===== config.mk =====
export PLATFORM = sky130hd
export DESIGN_NAME = seq_alu
export DESIGN_NICKNAME = d
export VERILOG_FILES = /design/src/rtl/seq_alu.sv
export SDC_FILE = /design/constraint.sdc
export NUM_CORES = 1
export LEC_CHECK = 0
export CAP_MARGIN = 40
export CORE_MARGIN = 1.5
export CORE_UTILIZATION = 25
export DETAILED_ROUTE_END_ITERATION = 10
export HOLD_SLACK_MARGIN = 0.03
export SLEW_MARGIN = 20
export SYNTH_ARGS = -nofsm -noshare
export SYNTH_HDL_FRONTEND = slang
export SYNTH_SLANG_ARGS = --single-unit

===== constraint.sdc =====
create_clock -name clk -period 4.1 [get_ports clk]
set_clock_uncertainty 0.2 [all_clocks]
set_input_delay 1.23 -clock clk [delete_from_list [all_inputs] [get_ports clk]]
set_output_delay 1.23 -clock clk [all_outputs]
set_load 0.05 [all_outputs]

===== src/rtl/seq_alu.sv =====
// Sequential ALU: single-cycle logic/arith/shift ops, plus a W-cycle shift-add multiply.
// State | meaning:  IDLE | ready, one-cycle ops complete here;  MUL | shift-add multiply running
module seq_alu #(
    parameter int W = 8
) (
    input  logic           clk,
    input  logic           rst_n,
    input  logic           start,
    input  logic [W-1:0]   A,
    input  logic [W-1:0]   B,
    input  logic [3:0]     Sel,
    output logic [2*W-1:0] C,
    output logic           done,
    output logic           busy,
    output logic           Z,
    output logic           err
);
    localparam int SW = $clog2(W);

    localparam logic [0:0] S_IDLE = 1'b0;
    localparam logic [0:0] S_MUL  = 1'b1;

    localparam logic [3:0] OP_ADD = 4'b0000;
    localparam logic [3:0] OP_SUB = 4'b1111;
    localparam logic [3:0] OP_AND = 4'b0001;
    localparam logic [3:0] OP_OR  = 4'b0010;
    localparam logic [3:0] OP_XOR = 4'b0100;
    localparam logic [3:0] OP_EQ  = 4'b1000;
    localparam logic [3:0] OP_GT  = 4'b0011;
    localparam logic [3:0] OP_SHL = 4'b0110;
    localparam logic [3:0] OP_SHR = 4'b1100;
    localparam logic [3:0] OP_MUL = 4'b0101;

    logic [0:0]     r_state;
    logic [2*W-1:0] r_c;
    logic           r_done;
    logic           r_z;
    logic           r_err;
    logic [2*W-1:0] r_mcand;
    logic [W-1:0]   r_mplier;
    logic [2*W-1:0] r_acc;
    logic [SW-1:0]  r_cnt;

    logic [2*W-1:0] w_a_ext;
    logic [2*W-1:0] w_b_ext;
    logic [SW-1:0]  w_shamt;
    logic [2*W-1:0] w_result;
    logic           w_illegal;
    logic [2*W-1:0] w_acc_next;

    assign w_a_ext = {{W{1'b0}}, A};
    assign w_b_ext = {{W{1'b0}}, B};
    assign w_shamt = B[SW-1:0];

    // Subtracting zero-extended operands in 2W bits yields the sign-extended difference.
    always_comb begin
        w_result  = '0;
        w_illegal = 1'b0;
        case (Sel)
            OP_ADD:  w_result = w_a_ext + w_b_ext;
            OP_SUB:  w_result = w_a_ext - w_b_ext;
            OP_AND:  w_result = w_a_ext & w_b_ext;
            OP_OR:   w_result = w_a_ext | w_b_ext;
            OP_XOR:  w_result = w_a_ext ^ w_b_ext;
            OP_EQ:   w_result = (A == B) ? '1 : '0;
            OP_GT:   w_result = (A > B) ? '1 : '0;
            OP_SHL:  w_result = w_a_ext << w_shamt;
            OP_SHR:  w_result = w_a_ext >> w_shamt;
            OP_MUL:  w_result = '0;
            default: w_illegal = 1'b1;
        endcase
    end

    assign w_acc_next = r_mplier[0] ? (r_acc + r_mcand) : r_acc;

    always_ff @(posedge clk) begin
        if (!rst_n) begin
            r_state  <= S_IDLE;
            r_c      <= '0;
            r_done   <= 1'b0;
            r_z      <= 1'b1;
            r_err    <= 1'b0;
            r_mcand  <= '0;
            r_mplier <= '0;
            r_acc    <= '0;
            r_cnt    <= '0;
        end else begin
            r_done <= 1'b0;
            case (r_state)
                S_IDLE: begin
                    if (start) begin
                        r_mcand  <= w_a_ext;
                        r_mplier <= B;
                        if (Sel == OP_MUL) begin
                            r_state <= S_MUL;
                            r_acc   <= '0;
                            r_cnt   <= SW'(W - 1);
                        end else begin
                            r_c    <= w_result;
                            r_z    <= (w_result == '0);
                            r_err  <= w_illegal;
                            r_done <= 1'b1;
                        end
                    end
                end
                S_MUL: begin
                    r_acc    <= w_acc_next;
                    r_mcand  <= r_mcand << 1;
                    r_mplier <= r_mplier >> 1;
                    // C is only written on the final iteration, so partial products stay hidden.
                    if (r_cnt == '0) begin
                        r_state <= S_IDLE;
                        r_c     <= w_acc_next;
                        r_z     <= (w_acc_next == '0);
                        r_err   <= 1'b0;
                        r_done  <= 1'b1;
                    end else begin
                        r_cnt <= r_cnt - SW'(1);
                    end
                end
                default: r_state <= S_IDLE;
            endcase
        end
    end

    assign C    = r_c;
    assign done = r_done;
    assign busy = (r_state == S_MUL);
    assign Z    = r_z;
    assign err  = r_err;
endmodule


==> impl_metrics.tcl <==
set metrics [dict create \
    status "finished, final reports clean" \
    cp-end-kind "register" \
    synth_top_area_share 0.229 \
    cts_buffers 9 \
    ys_ff_latch 63 \
    post-route-period-util 0.976 \
    synth_cells 723 \
    ys.flop_type "dfxtp_1" \
    drt_wl_total_um 18300 \
    finish.utilization 0.330 \
    synthDistinctLibCells 77 \
    drv_cap 0 \
    io-pin-count 43 \
    fp.dieArea_mm2 0.0230 \
    critPathKind "in2reg" \
    final_hold_viol_count 0 \
    mostFrequentLayoutCells "buf_4 (92), nor2_1 (82), a21oi_1 (71)" \
    worstPathRequired_ps 4150 \
    async_flop_share 0 \
    synth_nets 791 \
    worstMarginPinSlew_ps 749 \
    clk_latency_ps 330 \
    synth_area_leaders "dfxtp_1 (23%), ha_1 (9.5%), a21oi_1 (6.4%)" \
    grt-ovfl-total 0 \
    drt_pass1_iterations 5 \
    final_common_cell "buf_4" \
    syn_area_mm2 0.00552 \
    synth-seq-area-share 0.229 \
    drt_iter0_markers 546 \
    clk_path_buf_depth 2 \
    num_antenna_cells 0 \
    cts_tree "built" \
    grt_max_degree 77 \
    power_mw 2.05 \
    cts_setup_buffers 0 \
    setup_viol 0 \
    syn_to_final_growth_pct 30.3 \
    cp.arrival_ps 4060 \
    ir_drop_mv 0.210 \
    core-area_mm2 0.0218 \
    synth_edf_count 0 \
    fp.dieW_um 152 \
    gp_congestion 0.935 \
    powerDensity_mw_per_mm2 285 \
    nets 885 \
    period_needed_ps 4000 \
    grt_usage 0.161 \
    grt_pass1_vias 5471 \
    rsz0062_at_grt "true" \
    route.detailed.drc 0 \
    drv_slew 0 \
    avgSynthCellArea_um2 7.63 \
    via_count 5823 \
    crit_path_start_kind "input port" \
    antenna_found_initial 0 \
    slew_headroom 0.500 \
    yosysWarnings 0 \
    start_util 0.254 \
    drtAntennaViolNets 0 \
    row_count 54 \
    stdcell_count 1102 \
    path_max_fanout 2 \
    max_freq_mhz 250 \
    wl_per_cell_um 16.6 \
    clock-sinks 63 \
    clk_pin_slew_ps 60 \
    leakage_nw 2.99 \
    grt_pass1_wl_um 29200 \
    min_path_type "reg2reg" \
    drive_gt1_frac 0.167 \
    cts_hold_buf 0 \
    post-dp-hpwl_um 14000 \
    synth_top_area_cell "dfxtp_1" \
    port-buffer-count 42 \
    root_buffer "clkbuf_16" \
    ctsHtreeMaxLevel 3 \
    place_inst 1086 \
    holdWs_ps 256 \
    die_h_um 152 \
    viasPerCell 5.28 \
]
-- state kept, by name (all words and copies together), names as in the netlist --
register,flops
C,16
r_acc,16
r_mcand,16
r_mplier,8
r_cnt,3
Z,1
busy,1
done,1
err,1
-- final cells by class --
| cell class | instances | area, µm² |
|---|---|---|
| Clock inverter | 6 | 92.6 |
| Tap cell | 280 | 350 |
| Fill cell | 2312 | 14600 |
| Sequential cell | 63 | 1260 |
| Clock buffer | 10 | 239 |
| Multi-Input combinational cell | 575 | 3960 |
| Timing Repair Buffer | 137 | 1170 |
| Inverter | 31 | 116 |
-- path summary, 6_finish.rpt --
kind	from	slack (ps)	cells after the start	to
worst max register to register	r_mcand[0]	680	10	Z
worst max-delay path	A[0]	100	12	Z
worst min register to register	C[15]	260	2	C[15]
worst min-delay path	C[15]	260	2	C[15]
-- what timing repair did --
action                     4_1_cts  5_1_grt
pin swaps                        0        0
resized for setup                2        4
setup endpoints to repair        3        4
-- synth_stat cells (7+ instances only) --
master     n
nor4_1     7
nor3b_1    9
mux2i_1   35
nand4_1   12
a221oi_1   7
o21ai_0   30
nand2b_1  11
nand3_1   14
a211oi_1  17
dfxtp_1   63
o211ai_1   7
inv_1     26
nand2_1   62
nor3_1    17
clkbuf_1  41
a21oi_1   71
o21ai_1    7
a31oi_1    9
and2_1     7
buf_1      7
ha_1      42
nor2_1    82
a21o_1     8
-- per-stage QoR --
stage | setup WS, ps | TNS (ps) | cell area [µm²]
final | 98.6 | 0 | 7190
after global routing | -11.6 | -11.6 | 7190
after CTS | 22.8 | 0 | 7160
after detailed placement | -336 | -3350 | 6820
after global placement | -347 | -2500 | 6810
after floorplan | 346 | 0 | 5520
-- routing by layer --
layer	vias up	global-route usage	wire, µm
li1	2868	-	-
met1	2691	0.220	8480
met2	235	0.263	8200
met3	29	0.0234	1160
met4	0	0.0476	453
met5	-	0	0
-- critical path: stages --
cell and delay, ps:
clkdlybuf4s50_1 420, buf_4 140, ha_1 210, fa_1 410, a21o_1 220, and4_1 230
o31a_1 310, o32ai_2 310, nand3_1 110, nor4_1 270, a31oi_1 130, o31ai_2 70
-- cell families (layout without fill, tap and decap cells) --
| kind of cell | after synthesis | count (layout) | synth area share |
|---|---|---|---|
| compound gates | 224 | 224 | 0.277 |
| xor+xnor | 8 | 8 | 0.0127 |
| fa+ha+maj | 45 | 45 | 0.106 |
| buf+inv | 85 | 184 | 0.0592 |
| flops | 63 | 63 | 0.229 |
| mux | 45 | 45 | 0.0941 |
| simple gates | 253 | 253 | 0.223 |
-- power by group --
part | leakage (nW) | total (mW) | switching (mW) | internal [mW]
combinational | 2.32 | 0.532 | 0.304 | 0.228
clock | 0.155 | 0.856 | 0.304 | 0.552
sequential | 0.514 | 0.658 | 0.0207 | 0.637
(Power assumes the default switching activity.)
